==> config.mk <==
export PLATFORM = sky130hd
export DESIGN_NAME = qea_host_ctrl_flat
export DESIGN_NICKNAME = d
export VERILOG_FILES = /design/src/rtl/qea_pkg.sv /design/src/rtl/qea_host_ctrl_if.sv /design/src/rtl/qea_host_ctrl.sv /design/src/flat_wrapper.sv
export SDC_FILE = /design/constraint.sdc
export NUM_CORES = 1
export LEC_CHECK = 0
export CAP_MARGIN = 15
export CORE_AREA = 2 2 395 397
export CTS_BUF_LIST = sky130_fd_sc_hd__clkbuf_8
export CTS_CLUSTER_DIAMETER = 120
export DETAILED_ROUTE_END_ITERATION = 10
export DIE_AREA = 0 0 397 399
export PLACE_DENSITY = 0.36
export SLEW_MARGIN = 20
export SYNTH_ARGS = -nofsm -noshare
export SYNTH_HDL_FRONTEND = slang
export SYNTH_SLANG_ARGS = --single-unit
==> constraint.sdc <==
create_clock -name clk -period 3.1 [get_ports clk]
set_clock_uncertainty 0.1 [all_clocks]
set_input_delay 0.62 -clock clk [delete_from_list [all_inputs] [get_ports clk]]
set_output_delay 0.62 -clock clk [all_outputs]
set_load 0.02 [all_outputs]
==> src/rtl/qea_pkg.sv <==
// rtl/qea_pkg.sv - shared widths, FSM state encoding and fixed-point constants for the QEA host controller
package qea_pkg;

    localparam int DEF_PE_NUM                  = 4;
    localparam int DEF_DATA_WIDTH              = 32;
    localparam int DEF_STATE_DATA_WIDTH        = 2 * DEF_DATA_WIDTH;
    localparam int DEF_STATE_ADDR_WIDTH        = 16;
    localparam int DEF_GATE_CONTEXT_DATA_WIDTH = 64;
    localparam int DEF_GATE_CONTEXT_ADDR_WIDTH = 16;
    localparam int DEF_MAX_QBIT_WIDTH          = 6;

    // Amplitude 1.0 in Q2.30
    localparam logic [31:0] Q2_30_ONE = 32'h4000_0000;

    typedef enum logic [3:0] {
        IDLE,
        LOAD_CTX,
        LOAD_STATE,
        START,
        WAIT,
        RD_ADDR,
        RD_LAT,
        RD_OUT,
        DONE
    } state_e;

endpackage

==> src/rtl/qea_host_ctrl_if.sv <==
// rtl/qea_host_ctrl_if.sv - context input stream and readout stream between host and controller
interface qea_host_ctrl_if
    import qea_pkg::*;
#(
    parameter int PE_NUM                  = DEF_PE_NUM,
    parameter int STATE_DATA_WIDTH        = DEF_STATE_DATA_WIDTH,
    parameter int GATE_CONTEXT_DATA_WIDTH = DEF_GATE_CONTEXT_DATA_WIDTH
);
    logic                                 i_ctx_valid;
    logic                                 o_ctx_ready;
    logic [GATE_CONTEXT_DATA_WIDTH-1:0]   i_ctx_word;

    logic                                 o_rd_valid;
    logic                                 i_rd_ready;
    logic [PE_NUM*STATE_DATA_WIDTH-1:0]   o_rd_data;
    logic                                 o_rd_last;

    // Controller side: sinks the context stream, sources the readout stream
    modport master (
        input  i_ctx_valid, i_ctx_word, i_rd_ready,
        output o_ctx_ready, o_rd_valid, o_rd_data, o_rd_last
    );

    // Host side
    modport slave (
        output i_ctx_valid, i_ctx_word, i_rd_ready,
        input  o_ctx_ready, o_rd_valid, o_rd_data, o_rd_last
    );

endinterface

==> src/rtl/qea_host_ctrl.sv <==
// rtl/qea_host_ctrl.sv - host sequencer: loads gate context and initial state, runs the QEA, streams the state back
module qea_host_ctrl
    import qea_pkg::*;
#(
    parameter int PE_NUM                  = DEF_PE_NUM,
    parameter int DATA_WIDTH              = DEF_DATA_WIDTH,
    parameter int STATE_DATA_WIDTH        = 2 * DATA_WIDTH,
    parameter int STATE_ADDR_WIDTH        = DEF_STATE_ADDR_WIDTH,
    parameter int GATE_CONTEXT_DATA_WIDTH = DEF_GATE_CONTEXT_DATA_WIDTH,
    parameter int GATE_CONTEXT_ADDR_WIDTH = DEF_GATE_CONTEXT_ADDR_WIDTH,
    parameter int MAX_QBIT_WIDTH          = DEF_MAX_QBIT_WIDTH
) (
    input  logic                                  clk,
    input  logic                                  rst_n,

    input  logic                                  i_go,
    input  logic [MAX_QBIT_WIDTH-1:0]             i_qbit_num,
    input  logic [GATE_CONTEXT_ADDR_WIDTH-1:0]    i_ins_num,
    output logic                                  o_busy,
    output logic                                  o_done,
    output logic                                  o_err,
    output logic [31:0]                           o_cycles,

    qea_host_ctrl_if.master                       bus,

    output logic                                  o_start,
    output logic [MAX_QBIT_WIDTH-1:0]             o_qbit_num,
    output logic                                  o_ctx_en,
    output logic                                  o_ctx_wea,
    output logic [GATE_CONTEXT_ADDR_WIDTH-1:0]    o_ctx_addr,
    output logic [GATE_CONTEXT_DATA_WIDTH-1:0]    o_ctx_data,
    output logic [PE_NUM-1:0]                     o_state_ena,
    output logic [PE_NUM-1:0]                     o_state_wea,
    output logic [STATE_ADDR_WIDTH-1:0]           o_state_addra,
    output logic [PE_NUM*STATE_DATA_WIDTH-1:0]    o_state_dina,
    input  logic                                  i_complete,
    input  logic [PE_NUM*STATE_DATA_WIDTH-1:0]    i_state_dout
);

    localparam int LANES_W = PE_NUM * STATE_DATA_WIDTH;
    localparam int CW      = STATE_ADDR_WIDTH + 1;

    // |0> basis word: real part 1.0 at the top of the top lane, everything else zero
    localparam logic [DATA_WIDTH-1:0] ONE_RE     = DATA_WIDTH'(Q2_30_ONE);
    localparam logic [LANES_W-1:0]    INIT_WORD0 = {ONE_RE, {(LANES_W-DATA_WIDTH){1'b0}}};

    state_e                               state_q, state_d;
    logic [MAX_QBIT_WIDTH-1:0]            qbit_q, qbit_d;
    logic [GATE_CONTEXT_ADDR_WIDTH-1:0]   ins_q, ins_d;
    logic [GATE_CONTEXT_ADDR_WIDTH-1:0]   ctx_cnt_q, ctx_cnt_d;
    logic [STATE_ADDR_WIDTH-1:0]          last_q, last_d;
    logic [STATE_ADDR_WIDTH-1:0]          addr_q, addr_d;
    logic [31:0]                          cycles_q, cycles_d;
    logic                                 err_q, err_d;
    logic [LANES_W-1:0]                   rd_data_q, rd_data_d;

    logic                                 qbit_ok;
    logic [CW-1:0]                        n_words;

    // Legal range keeps 2^(qbit_num-2) words within the state RAM address space
    assign qbit_ok = (int'(i_qbit_num) >= 2) && (int'(i_qbit_num) <= STATE_ADDR_WIDTH + 2);
    assign n_words = CW'(1) << (i_qbit_num - MAX_QBIT_WIDTH'(2));

    assign o_busy     = (state_q != IDLE);
    assign o_err      = err_q;
    assign o_cycles   = cycles_q;
    assign o_qbit_num = qbit_q;
    assign bus.o_rd_data = rd_data_q;

    // State and datapath registers; reset aborts any run in flight
    always_ff @(posedge clk or negedge rst_n) begin
        if (!rst_n) begin
            state_q   <= IDLE;
            qbit_q    <= '0;
            ins_q     <= '0;
            ctx_cnt_q <= '0;
            last_q    <= '0;
            addr_q    <= '0;
            cycles_q  <= '0;
            err_q     <= 1'b0;
            rd_data_q <= '0;
        end else begin
            state_q   <= state_d;
            qbit_q    <= qbit_d;
            ins_q     <= ins_d;
            ctx_cnt_q <= ctx_cnt_d;
            last_q    <= last_d;
            addr_q    <= addr_d;
            cycles_q  <= cycles_d;
            err_q     <= err_d;
            rd_data_q <= rd_data_d;
        end
    end

    // Next-state and output decode; every output idles low outside the states that drive it
    always_comb begin
        state_d   = state_q;
        qbit_d    = qbit_q;
        ins_d     = ins_q;
        ctx_cnt_d = ctx_cnt_q;
        last_d    = last_q;
        addr_d    = addr_q;
        cycles_d  = cycles_q;
        err_d     = err_q;
        rd_data_d = rd_data_q;

        o_done          = 1'b0;
        o_start         = 1'b0;
        o_ctx_en        = 1'b0;
        o_ctx_wea       = 1'b0;
        o_ctx_addr      = '0;
        o_ctx_data      = '0;
        o_state_ena     = '0;
        o_state_wea     = '0;
        o_state_addra   = '0;
        o_state_dina    = '0;
        bus.o_ctx_ready = 1'b0;
        bus.o_rd_valid  = 1'b0;
        bus.o_rd_last   = 1'b0;

        case (state_q)
            IDLE: begin
                if (i_go) begin
                    qbit_d    = i_qbit_num;
                    ins_d     = i_ins_num;
                    ctx_cnt_d = '0;
                    addr_d    = '0;
                    last_d    = STATE_ADDR_WIDTH'(n_words - CW'(1));
                    if (!qbit_ok) begin
                        err_d   = 1'b1;
                        state_d = DONE;
                    end else begin
                        err_d   = 1'b0;
                        state_d = (i_ins_num == '0) ? LOAD_STATE : LOAD_CTX;
                    end
                end
            end
            LOAD_CTX: begin
                bus.o_ctx_ready = 1'b1;
                if (bus.i_ctx_valid) begin
                    o_ctx_en   = 1'b1;
                    o_ctx_wea  = 1'b1;
                    o_ctx_addr = ctx_cnt_q;
                    o_ctx_data = bus.i_ctx_word;
                    ctx_cnt_d  = ctx_cnt_q + GATE_CONTEXT_ADDR_WIDTH'(1);
                    if (ctx_cnt_q == ins_q - GATE_CONTEXT_ADDR_WIDTH'(1)) begin
                        state_d = LOAD_STATE;
                    end
                end
            end
            LOAD_STATE: begin
                o_state_ena   = '1;
                o_state_wea   = '1;
                o_state_addra = addr_q;
                o_state_dina  = (addr_q == '0) ? INIT_WORD0 : '0;
                addr_d        = addr_q + STATE_ADDR_WIDTH'(1);
                if (addr_q == last_q) begin
                    state_d = START;
                end
            end
            START: begin
                o_start  = 1'b1;
                cycles_d = '0;
                addr_d   = '0;
                state_d  = WAIT;
            end
            WAIT: begin
                // The completion cycle itself is counted, so o_cycles equals start-to-complete distance
                if (cycles_q != 32'hFFFF_FFFF) begin
                    cycles_d = cycles_q + 32'd1;
                end
                if (i_complete) begin
                    state_d = RD_ADDR;
                end
            end
            RD_ADDR: begin
                o_state_ena   = '1;
                o_state_addra = addr_q;
                state_d       = RD_LAT;
            end
            RD_LAT: begin
                // RAM read data is valid one cycle after the address
                rd_data_d = i_state_dout;
                state_d   = RD_OUT;
            end
            RD_OUT: begin
                bus.o_rd_valid = 1'b1;
                bus.o_rd_last  = (addr_q == last_q);
                if (bus.i_rd_ready) begin
                    if (addr_q == last_q) begin
                        state_d = DONE;
                    end else begin
                        addr_d  = addr_q + STATE_ADDR_WIDTH'(1);
                        state_d = RD_ADDR;
                    end
                end
            end
            DONE: begin
                o_done  = 1'b1;
                state_d = IDLE;
            end
            default: begin
                state_d = IDLE;
            end
        endcase
    end

endmodule

==> src/flat_wrapper.sv <==
// flat-port wrapper written by rule: the top's interface ports become plain ports
module qea_host_ctrl_flat import qea_pkg::*;
#(
    parameter int PE_NUM                  = DEF_PE_NUM,
    parameter int DATA_WIDTH              = DEF_DATA_WIDTH,
    parameter int STATE_DATA_WIDTH        = 2 * DATA_WIDTH,
    parameter int STATE_ADDR_WIDTH        = DEF_STATE_ADDR_WIDTH,
    parameter int GATE_CONTEXT_DATA_WIDTH = DEF_GATE_CONTEXT_DATA_WIDTH,
    parameter int GATE_CONTEXT_ADDR_WIDTH = DEF_GATE_CONTEXT_ADDR_WIDTH,
    parameter int MAX_QBIT_WIDTH          = DEF_MAX_QBIT_WIDTH
)
  (clk, rst_n, i_go, i_qbit_num, i_ins_num, o_busy, o_done, o_err, o_cycles, o_start, o_qbit_num, o_ctx_en, o_ctx_wea, o_ctx_addr, o_ctx_data, o_state_ena, o_state_wea, o_state_addra, o_state_dina, i_complete, i_state_dout, bus_i_ctx_valid, bus_i_ctx_word, bus_i_rd_ready, bus_o_ctx_ready, bus_o_rd_valid, bus_o_rd_data, bus_o_rd_last);
  qea_host_ctrl_if #(.PE_NUM(PE_NUM), .STATE_DATA_WIDTH(STATE_DATA_WIDTH), .GATE_CONTEXT_DATA_WIDTH(GATE_CONTEXT_DATA_WIDTH)) bus_i ();
  input  logic clk;
  input  logic rst_n;
  input  logic i_go;
  input  logic [MAX_QBIT_WIDTH-1:0] i_qbit_num;
  input  logic [GATE_CONTEXT_ADDR_WIDTH-1:0] i_ins_num;
  output logic o_busy;
  output logic o_done;
  output logic o_err;
  output logic [31:0] o_cycles;
  output logic o_start;
  output logic [MAX_QBIT_WIDTH-1:0] o_qbit_num;
  output logic o_ctx_en;
  output logic o_ctx_wea;
  output logic [GATE_CONTEXT_ADDR_WIDTH-1:0] o_ctx_addr;
  output logic [GATE_CONTEXT_DATA_WIDTH-1:0] o_ctx_data;
  output logic [PE_NUM-1:0] o_state_ena;
  output logic [PE_NUM-1:0] o_state_wea;
  output logic [STATE_ADDR_WIDTH-1:0] o_state_addra;
  output logic [PE_NUM*STATE_DATA_WIDTH-1:0] o_state_dina;
  input  logic i_complete;
  input  logic [PE_NUM*STATE_DATA_WIDTH-1:0] i_state_dout;
  input wire logic [$bits(bus_i.i_ctx_valid)-1:0] bus_i_ctx_valid;
  input wire logic [$bits(bus_i.i_ctx_word)-1:0] bus_i_ctx_word;
  input wire logic [$bits(bus_i.i_rd_ready)-1:0] bus_i_rd_ready;
  output wire logic [$bits(bus_i.o_ctx_ready)-1:0] bus_o_ctx_ready;
  output wire logic [$bits(bus_i.o_rd_valid)-1:0] bus_o_rd_valid;
  output wire logic [$bits(bus_i.o_rd_data)-1:0] bus_o_rd_data;
  output wire logic [$bits(bus_i.o_rd_last)-1:0] bus_o_rd_last;
  assign bus_i.i_ctx_valid = bus_i_ctx_valid;
  assign bus_i.i_ctx_word = bus_i_ctx_word;
  assign bus_i.i_rd_ready = bus_i_rd_ready;
  assign bus_o_ctx_ready = bus_i.o_ctx_ready;
  assign bus_o_rd_valid = bus_i.o_rd_valid;
  assign bus_o_rd_data = bus_i.o_rd_data;
  assign bus_o_rd_last = bus_i.o_rd_last;
  qea_host_ctrl #(.PE_NUM(PE_NUM), .DATA_WIDTH(DATA_WIDTH), .STATE_DATA_WIDTH(STATE_DATA_WIDTH), .STATE_ADDR_WIDTH(STATE_ADDR_WIDTH), .GATE_CONTEXT_DATA_WIDTH(GATE_CONTEXT_DATA_WIDTH), .GATE_CONTEXT_ADDR_WIDTH(GATE_CONTEXT_ADDR_WIDTH), .MAX_QBIT_WIDTH(MAX_QBIT_WIDTH)) u_core (.clk(clk), .rst_n(rst_n), .i_go(i_go), .i_qbit_num(i_qbit_num), .i_ins_num(i_ins_num), .o_busy(o_busy), .o_done(o_done), .o_err(o_err), .o_cycles(o_cycles), .bus(bus_i), .o_start(o_start), .o_qbit_num(o_qbit_num), .o_ctx_en(o_ctx_en), .o_ctx_wea(o_ctx_wea), .o_ctx_addr(o_ctx_addr), .o_ctx_data(o_ctx_data), .o_state_ena(o_state_ena), .o_state_wea(o_state_wea), .o_state_addra(o_state_addra), .o_state_dina(o_state_dina), .i_complete(i_complete), .i_state_dout(i_state_dout));
endmodule
# Yosys cells after proc, flatten, opt, wreduce, memory -nomap -nowiden
# Cells that the tools add are included.
# classes
order_cmp	2
n_eq_ne	19
reduce_logical	14
add_sub_neg	6
mux	35
shift	1
# op_table
op	n
2-to-1 mux 256 bit	1
2-to-1 mux 255 bit	1
2-to-1 mux 64 bit	2
2-to-1 mux 16 bit	7
case mux 16 bit (4 select lines)	1
case mux 32 bit (2 select lines)	1
2-to-1 mux 4 bit	10
adder 16 x 1 -> 16 bit, second input constant	2
adder 32 x 1 -> 32 bit, second input constant	1
equality test 16 bit	2
logical NOT 16 bit	2
2-to-1 mux 32 bit	1
inequality test 32 bit, second input constant	1
case mux 16 bit (2 select lines)	1
case mux 4 bit (8 select lines)	1
subtractor 16 x 1 -> 16 bit, second input constant	2
equality test 4 x 3 -> 1 bit, second input constant	4
left shift 1 x 6 -> 16 bit, first input constant	1
inequality test 2 bit, second input constant	5
equality test 4 x 2 -> 1 bit, second input constant	2
2-to-1 mux 1 bit	8
nonzero test 4 bit	2
>= comparator 6 x 2 -> 1 bit, second input constant	1
less-or-equal comparator 6 x 5 -> 1 bit, second input constant	1
13 further kinds	17
# word_totals
reg_bits	363

# Longest topological paths before layout
# Gate-level depths: netlist of run 1.
# logic_depth
word_depth	5
ltp_mapped	14
ltp_nobuf	11

# Least setup slack after synthesis of run 1
# Ideal clock, no wire load.
# synth_path
kind	input port to flip-flop
start	input i_qbit_num[1]
end	register u_core.last_q[12]
required_time_ns	2.917
setup_time_ns	0.083
slack_ns	-0.122
arrival_ns	3.040
path_buffers	3
stages	14
cell_sequence	clkbuf_1 > inv_1 > ha_1 > nor2_1 > a31oi_1 > nor2_1 > clkbuf_1 > nand4_1 > ha_1 > clkbuf_1 > o31ai_1 > nand2_1 > o32a_1 > o21ai_0
# synth_via
elab_chain_len	3
# synth_lines
element	line	source
from (decl)	flat_wrapper.sv:17	input logic [MAX_QBIT_WIDTH-1:0] i_qbit_num;
subtractor 6 x 2 -> 6 bit	qea_host_ctrl.sv:62	assign n_words = CW'(1) << (i_qbit_num - MAX_QBIT_WIDTH'(2));
left shift 1 x 6 -> 16 bit	qea_host_ctrl.sv:62	
subtractor 16 x 1 -> 16 bit	qea_host_ctrl.sv:128	last_d = STATE_ADDR_WIDTH'(n_words - CW'(1));
to (signal assigned)	qea_host_ctrl.sv:87	last_q <= last_d;
to (decl)	qea_host_ctrl.sv:51	logic [STATE_ADDR_WIDTH-1:0] last_q, last_d;
# Every way passes these cells.
# A chain may end at the register's enable or synchronous reset.

# Worst setup path after layout of run 1
# layout_path
start	register u_core.state_q[2]
end	output o_ctx_data[33]
# layout_via
elab_chain_len	2
# layout_lines
element	line	source
from (decl)	qea_host_ctrl.sv:47	state_e state_q, state_d;
from (signal assigned)	qea_host_ctrl.sv:83	state_q <= state_d;
equality test 4 x 1 -> 1 bit	qea_host_ctrl.sv:121	case (state_q)
2-to-1 mux 64 bit	qea_host_ctrl.sv:121	
to (decl)	flat_wrapper.sv:28	output logic [GATE_CONTEXT_DATA_WIDTH-1:0] o_ctx_data;
# Every way passes these cells.

==> flow_summary.toml, run 1 <==
[worst_setup_path]
slowest_stage = "dfrtp_2"
r2r_cells = 13
crit_path_max_incr_delay_ps = 440
endpoint_kind = "output pin"
timing.rr.start = "u_core.state_q[2]"
critical_path_class = "register to output pin"
path_delay_family = "buffers and inverters"
required_ps = 2380
cp_max_fo = 4
crit_path_cell_trace = "nor2_4, nand3b_1, inv_4, buf_4, buf_12, buf_16, clkbuf_16, and3_4, buf_6"
critPathLaunch = "u_core.state_q[2]"
cp.buffers_inverters = 6
reg2reg_slack_ps = 310
start_kind = "register"
arrival_ps = 2400
timing.rr.end = "u_core.o_cycles[13]"

[clocking]
cts_tree = "done"
htreeDepth = 3
cts.sinks = 363
cts-root-buf = "clkbuf_8"
cts_max_path_buffers = 3
insertion_delay_ps = 710
clk_pin_slew_ps = 60
numCtsBuffers = 81

[sta]
setup_slack_ps = -15.1
timing.final.crit_period_ps = 3120
rsz0062_at_grt = "true"
slew_viol_final = 0
max_slew_margin = 0.579
tns_ps = -43.1
fin_crit_sh = 1.00
setup_violations = 7
finalHoldViolCount = 0
max_clock_freq_mhz = 321
max_slew.worst_pin.slew_ps = 626

[synthesis]
synth.distinct_cells = 64
synth-edff-count = 0
synth_top_area_frac = 0.493
yosysWarnings = 0
synth_area_sq_um = 18400
ys_seq_area_frac = 0.493
async_flop_share = 1.00
ys_ff_latch = 363
avgSynthCellArea_sq_um = 11.1
yosysTopAreaCell = "dfrtp_1"
syn-instance-count = 1654
ys.flop_type = "dfrtp_1"
synthTopCellsByArea = "dfrtp_1, mux2_2, buf_4"

[power_and_ir_drop]
pwr_density_cell_nw_per_um2 = 886
p_leak_nw = 12.9
finalPower_mw = 27.2
vdd_drop_max_v = 0.000424

[floorplanning]
num_rows = 144
die_h_um = 399
dieArea_sq_um = 158000
core-area_sq_um = 154000
chipWidth_um = 397
io_pins = 1011
start_util = 0.120

[place]
placed_area_sq_um = 28200
globalplace.congestion = 0.791
io_buffers = 755
place_hpwl_um = 79000

[route]
dr.pass1.iters = 4
num_vias = 15460
via_per_inst = 3.32
drtAntennaViolNets = 0
drcViolationCount = 0
routed_wl_um = 100000
wire_per_inst_um = 21.5
first_iter_violations = 559

[global_routing]
grt_pass1_vias = 15996
use_met1 = 0.128
met3_usage = 0.0788
grt_max_degree = 84
top_usage_layer = "met2"
grt.met2_usage = 0.196
grt_pass1_wl_um = 134000
overflow = 0
track_usage = 0.121
antenna_found_initial = 64

[final_layout]
layout-drive-gt1-share = 0.268
design_area_sq_um = 30700
num-nets-final = 2894
area_delta_synth_final_pct = 66.6
layout_commonest_cell = "clkdlybuf4s50_1"
seq_area_sq_um = 9090
multi_input_area_sq_um = 8170
final_cell_mix = "clkdlybuf4s50_1, dfrtp_1, mux2_2"
n_fill_cell = 16893

[flow_run]
maxCapViolCount = 0

[worst_hold_path]
worstHoldPathType = "input pin to asynchronous set/reset pin"

[run_status]
failed_checks = "setup timing"
status = "finished with violations"
==> cell type report <==
cell class	count	area share
repair buffers	896	0.298
diodes	17	0.00139
clock inverters	45	0.0102
flip-flops and latches	363	0.296
multi-input cells	1172	0.266
inverters	24	0.00318
clock buffers	92	0.0413
well taps	2044	0.0833
==> what timing repair did <==
item,in CTS,in global routing
setup buffers,31,8
endpoints found under the setup margin,113,88
resized for setup,520,71
hold buffers,1,0
pin swaps,4,7
endpoints found under the hold margin,45,0
cloned,4,3
==> power by group <==
part	internal, mW	switching [mW]	leakage [nW]
combinational	6.65	6.91	7.57
clock	2.90	2.55	0.920
sequential	6.81	1.38	4.42
==> kinds of logic after synthesis <==
group           synth area share
simple gates               0.129
mux                        0.160
other cells             0.000204
buf+inv                    0.130
fa+ha+maj                0.00544
compound gates            0.0478
xor+xnor                  0.0338
flops                      0.493
==> registers in the layout, indices dropped and copies added, names as in the netlist <==
| name | count |
|---|---|
| u_core.o_err | 1 |
| u_core.last_q | 16 |
| u_core.ins_q | 16 |
| u_core.addr_q | 16 |
| u_core.ctx_cnt_q | 16 |
| u_core.state_q | 4 |
| u_core.o_qbit_num | 6 |
| u_core.bus.o_rd_data | 256 |
| u_core.o_cycles | 32 |
==> cells in the mapped netlist (26+ instances only) <==
master and number:
mux2_2 260, nand3_1 31, nand2_1 98, and3_1 87, buf_4 262, a21oi_1 29, nor2_1 64, clkbuf_1 81
xor2_1 47, o21ai_0 43, nand4_1 26, dfrtp_1 363, nor4_1 27
==> routing by layer <==
metal / part of all wire / routed length [um] / up-vias
li1: - / - / 7040
met1: 0.37 / 36600 / 7503
met2: 0.48 / 47700 / 702
met3: 0.14 / 13700 / 183
met4: 0.019 / 1910 / 32
met5: 0.0019 / 190 / -
==> stage by stage <==
step                hold WS (ps)  instances  setup WS [ps]  utilization
CTS                          220       4630           -380        0.197
finish                       328       4653          -15.1        0.200
floorplan                    224       1908           3.49            -
global route                 274       4644           -186        0.200
detailed placement           383       4457           -113        0.184
global placement             387       4457          -96.2        0.184
==> how the worst max path moves through the flow <==
stage	endpoint	depth (start not counted)	slack (ps)
floorplan	u_core.last_q[10]	14	3
global placement	u_core.last_q[12]	12	-100
detailed placement	u_core.last_q[12]	12	-110
CTS	bus_o_rd_last	6	-380
global route	o_ctx_data[33]	9	-190
finish	o_ctx_data[33]	9	-20
No activity file was read; power rests on OpenSTA's default activity.
==> run 2: changes to the inputs <==
--- a/config.mk
+++ b/config.mk
@@ -11,7 +11,7 @@
 export CTS_CLUSTER_DIAMETER = 120
 export DETAILED_ROUTE_END_ITERATION = 10
 export DIE_AREA = 0 0 397 399
-export PLACE_DENSITY = 0.36
+export PLACE_DENSITY = 0.32
 export SLEW_MARGIN = 20
 export SYNTH_ARGS = -nofsm -noshare
 export SYNTH_HDL_FRONTEND = slang
==> run 2 against run 1 <==
  * The run still ends with setup timing left
  * Register-to-register slack worse by 70 ps
  * Critical endpoint is now bus_o_rd_last
  * Cell count is 0.15% lower
  * Largest power group unchanged
  * Global-route usage is 0.45 points lower
  * Critical path type unchanged
==> flow_summary.toml, run 2 (synthesis gave the netlist of run 1 again) <==
[run_status]
status = "finished with violations"
failed_checks = "setup timing"

[global_routing]
grt_max_degree = 72
track_usage = 0.117
overflow = 0
antenna_found_initial = 45
grt_pass1_vias = 16114
grt_pass1_wl_um = 131000

[worst_setup_path]
crit_path_cell_trace = "xor2_1, nor4_1, buf_4, nand4_1, or2_4, inv_2, buf_6"
crit_path_max_incr_delay_ps = 410
critical_path_class = "register to output pin"
start_kind = "register"
arrival_ps = 2390
path_delay_family = "simple AND/OR/NAND/NOR gates"
cp.buffers_inverters = 3
slowest_stage = "dfrtp_1"
required_ps = 2380
cp_max_fo = 2
endpoint_kind = "output pin"

[sta]
tns_ps = -7.00
max_slew.worst_pin.slew_ps = 695
slew_viol_final = 0
setup_violations = 1
max_clock_freq_mhz = 322
whs_ps = 266
max_slew_margin = 0.533
timing.final.crit_period_ps = 3110
fin_crit_sh = 1.00
setup_slack_ps = -7.00
finalHoldViolCount = 0
rsz0062_at_grt = "true"

[route]
routed_wl_um = 96100
first_iter_violations = 496
drcViolationCount = 0
num_vias = 15356
via_per_inst = 3.31
drtAntennaViolNets = 0
dr.pass1.iters = 4
wire_per_inst_um = 20.7

[final_layout]
design_area_sq_um = 30200
largest_reg_flops = 256
n_fill_cell = 16990
final_cell_mix = "clkdlybuf4s50_1, dfrtp_1, mux2_2"
fin_util = 0.197
layout.cells.non_filler = 4646
seq_area_sq_um = 9080
num-nets-final = 2888
multi_input_area_sq_um = 8140
area_delta_synth_final_pct = 64.1
layout_commonest_cell = "clkdlybuf4s50_1"
layout-drive-gt1-share = 0.262

[power_and_ir_drop]
pwr_density_cell_nw_per_um2 = 899
p_leak_nw = 12.9
vdd_drop_max_v = 0.000539
finalPower_mw = 27.2

[floorplanning]
dieArea_sq_um = 158000
start_util = 0.120
num_rows = 144
chipWidth_um = 397
io_pins = 1011
core-area_sq_um = 154000
die_h_um = 399

[clocking]
insertion_delay_ps = 740
cts_tree = "done"
clk_pin_slew_ps = 60
htreeDepth = 3
cts.sinks = 363
cts_max_path_buffers = 3
numCtsBuffers = 80
cts-root-buf = "clkbuf_8"

[worst_hold_path]
worstHoldPathType = "input pin to asynchronous set/reset pin"

[place]
placed_area_sq_um = 28100
io_buffers = 755
place_hpwl_um = 76500
dp_slack_ps = -116
dp.cells = 4460
globalplace.congestion = 0.744

[flow_run]
maxCapViolCount = 0
-- run 2: cell count changes in the layout (fill, tap and decap cells not counted), sizes merged, moves of 2 or more --
| cell | previous run | this run |
|---|---|---|
| buf | 233 | 237 |
| inv | 56 | 62 |
| clkinv | 11 | 8 |
| diode | 17 | 15 |
| clkdlybuf4s15 | 10 | 3 |
| dlygate4sd2 | 9 | 6 |
| clkbuf | 95 | 92 |
-- run 2: worst paths after layout --
check | start | endpoint | slack, ps | cells after the start
max | u_core.addr_q[9] | bus_o_rd_last | -7 | 7
min | rst_n | u_core.bus.o_rd_data[38] | 270 | 2
max reg2reg | u_core.state_q[2] | u_core.o_cycles[27] | 240 | 12
min reg2reg | u_core.o_qbit_num[5] | u_core.o_qbit_num[5] | 380 | 2
max in group asynchronous | rst_n | u_core.o_cycles[0] | 1670 | 4
min in group clk | i_state_dout[8] | u_core.bus.o_rd_data[8] | 360 | 2
-- run 2: layout make-up --
type,count,area share
tap,2044,0.0846
clock buffer,88,0.0401
sequential,363,0.301
multi-input combinational,1172,0.269
timing repair buffer,891,0.291
inverter,24,0.00344
antenna,15,0.00124
clock inverter,49,0.00998
-- run 2: repair_timing --
| item | 4_1_cts | 5_1_grt |
|---|---|---|
| resized for setup | 466 | 62 |
| pin swaps | 7 | 20 |
| buffers inserted | 22 | 5 |
| cloned | 6 | 3 |
| endpoints found under the hold margin | 106 | 0 |
| hold buffers | 1 | 0 |
| endpoints found under the setup margin | 113 | 58 |
-- run 2: worst reg2reg max path, stage by stage (launching register included) --
cell and delay, ps:
dfrtp_1 370, nor2_2 60, buf_4 120, buf_4 120, buf_4 120, buf_4 120
nand3_2 120, inv_2 90, nor4_1 250, or4b_1 680, nand2_1 340, o21ai_0 140
a21oi_1 140
-- run 2: power by group --
group / total [mW] / leakage, nW / switching, mW / internal (mW)
clock: 5.26 / 0.901 / 2.54 / 2.72
combinational: 13.7 / 7.56 / 7.00 / 6.73
sequential: 8.18 / 4.42 / 1.37 / 6.81
-- run 2: metal layers --
| metal | global-route usage | up-vias | wire (um) |
|---|---|---|---|
| li1 | - | 7028 | - |
| met1 | 0.123 | 7437 | 35000 |
| met2 | 0.192 | 691 | 45900 |
| met3 | 0.0769 | 166 | 13100 |
| met4 | 0.0291 | 34 | 2010 |
| met5 | 0 | - | 213 |
==> run 3: changes to the inputs <==
--- a/config.mk
+++ b/config.mk
@@ -11,7 +11,9 @@
 export CTS_CLUSTER_DIAMETER = 120
 export DETAILED_ROUTE_END_ITERATION = 10
 export DIE_AREA = 0 0 397 399
+export GPL_TIMING_DRIVEN = 1
 export PLACE_DENSITY = 0.32
+export SKIP_CTS_REPAIR_TIMING = 1
 export SLEW_MARGIN = 20
 export SYNTH_ARGS = -nofsm -noshare
 export SYNTH_HDL_FRONTEND = slang
==> run 3 against run 2 <==
  * First-iteration DRC count is 7.9% higher
  * Largest cell class unchanged
  * Combinational power hardly changed
  * Largest power group unchanged
  * Highest routed layer unchanged
  * The flow still finishes with violations (setup timing)
  * Worst setup slack got worse by 83 ps
  * Sequential share of layout area down 0.30 points
  * Clock power barely moved
==> flow_summary.toml, run 3 (synthesis gave the netlist of run 1 again) <==
[floorplanning]
dieArea_sq_um = 158000
start_util = 0.120
num_rows = 144
die_h_um = 399
chipWidth_um = 397
io_pins = 1011
core-area_sq_um = 154000

[run_status]
failed_checks = "setup timing"
status = "finished with violations"

[clocking]
cts_tree = "done"
cts_max_path_buffers = 3
clk_pin_slew_ps = 60
numCtsBuffers = 80
htreeDepth = 3
cts-root-buf = "clkbuf_8"
cts.sinks = 363
insertion_delay_ps = 740

[worst_setup_path]
timing.rr.start = "u_core.ins_q[0]"
crit_path_cell_trace = "xor2_1, nor4_1, buf_4, nand4_1, or2_4, inv_1, clkbuf_4"
timing.rr.end = "u_core.state_q[1]"
critical_path_class = "register to output pin"
r2r_cells = 8
endpoint_kind = "output pin"
slowest_stage = "dfrtp_1"
cp.buffers_inverters = 3
start_kind = "register"
crit_path_max_incr_delay_ps = 400
required_ps = 2380
reg2reg_slack_ps = 310
path_delay_family = "simple AND/OR/NAND/NOR gates"
cp_max_fo = 2
arrival_ps = 2470

[place]
dp.cells = 4460
place_hpwl_um = 76500
globalplace.congestion = 0.744
io_buffers = 755
dp_slack_ps = -116

[global_routing]
overflow = 0
track_usage = 0.115
antenna_found_initial = 43
grt_pass1_wl_um = 129000
grt_pass1_vias = 15894
grt_max_degree = 72

[power_and_ir_drop]
vdd_drop_max_v = 0.000539
p_leak_nw = 13.1
finalPower_mw = 27.1
pwr_density_cell_nw_per_um2 = 887

[final_layout]
layout_commonest_cell = "clkdlybuf4s50_1"
area_delta_synth_final_pct = 65.8
n_fill_cell = 16948
layout-drive-gt1-share = 0.263
num-nets-final = 2882
fin_util = 0.199
final_cell_mix = "clkdlybuf4s50_1, dfrtp_1, mux2_2"
largest_reg_flops = 256
layout.cells.non_filler = 4639

[sta]
setup_violations = 27
fin_crit_sh = 1.03
timing.final.crit_period_ps = 3190
max_slew.worst_pin.slew_ps = 685
finalHoldViolCount = 0
max_clock_freq_mhz = 313
slew_viol_final = 0
max_slew_margin = 0.539
setup_slack_ps = -90.5
whs_ps = 266
rsz0062_at_grt = "true"

[route]
drtAntennaViolNets = 0
via_per_inst = 3.29
first_iter_violations = 535
wire_per_inst_um = 20.8
drcViolationCount = 0
dr.pass1.iters = 4
num_vias = 15282
routed_wl_um = 96300

[worst_hold_path]
worstHoldPathType = "input pin to asynchronous set/reset pin"

[flow_run]
maxCapViolCount = 0
==> run 3: cell count changes in the layout (fill, tap and decap cells not counted), moves of 4 or more <==
| cell | change |
|---|---|
| clkbuf_16 | +4 |
| dlymetal6s2s_1 | +21 |
| and3_1 | -26 |
| dlygate4sd2_1 | -6 |
| clkbuf_2 | +9 |
| buf_6 | +18 |
| buf_4 | -29 |
| buf_2 | -22 |
| and3_4 | +26 |
==> run 3: routing by layer <==
metal | GRT usage | share of wire | routed length [um]
met1 | 0.121 | 0.36 | 35100
met2 | 0.189 | 0.47 | 45700
met3 | 0.0765 | 0.14 | 13300
met4 | 0.0291 | 0.021 | 1990
met5 | 0 | 0.0019 | 179
==> run 3: layout make-up <==
| class | count | area (sq um) | area share |
|---|---|---|---|
| antenna | 14 | 35.0 | 0.00115 |
| clock buffer | 88 | 1210 | 0.0397 |
| clock inverter | 49 | 302 | 0.00988 |
| inverter | 24 | 95.1 | 0.00312 |
| multi-input combinational | 1172 | 8250 | 0.270 |
| sequential | 363 | 9090 | 0.298 |
| tap | 2044 | 2560 | 0.0838 |
| timing repair buffer | 885 | 8980 | 0.294 |
==> run 3: how the worst max path moves through the flow <==
stage	slack, ps	from	cells past startpoint	endpoint
after floorplan	3	i_qbit_num[1]	14	u_core.last_q[10]
after global placement	-160	i_qbit_num[1]	12	u_core.last_q[12]
after detailed placement	-120	i_qbit_num[2]	10	u_core.state_q[0]
after CTS	-780	u_core.addr_q[9]	7	bus_o_rd_last
after global routing	-340	u_core.addr_q[7]	7	bus_o_rd_last
final	-90	u_core.addr_q[7]	7	bus_o_rd_last
==> run 3: per-stage QoR <==
stage | cell area [sq um] | TNS, ps
after detailed placement | 28100 | -451
final | 30500 | -656
after global placement | 28100 | -586
after floorplan | 19400 | 0
after global routing | 30500 | -9480
after CTS | 29600 | -63400
==> run 3: worst register-to-register path: cells and delay by family (launching register included) <==
family                   cells  cell delay (ps)
AO/OA/AOI/OAI                4             1010
AND/OR/NAND/NOR              1              570
flip-flops                   1              520
buffers and inverters        2              280
adder cells (fa/ha/maj)      1              230
==> run 3: power by group <==
group / internal, mW / switching [mW] / total, mW / leakage, nW
combinational: 6.66 / 6.97 / 13.6 / 7.77
clock: 2.72 / 2.54 / 5.26 / 0.901
sequential: 6.81 / 1.38 / 8.19 / 4.42
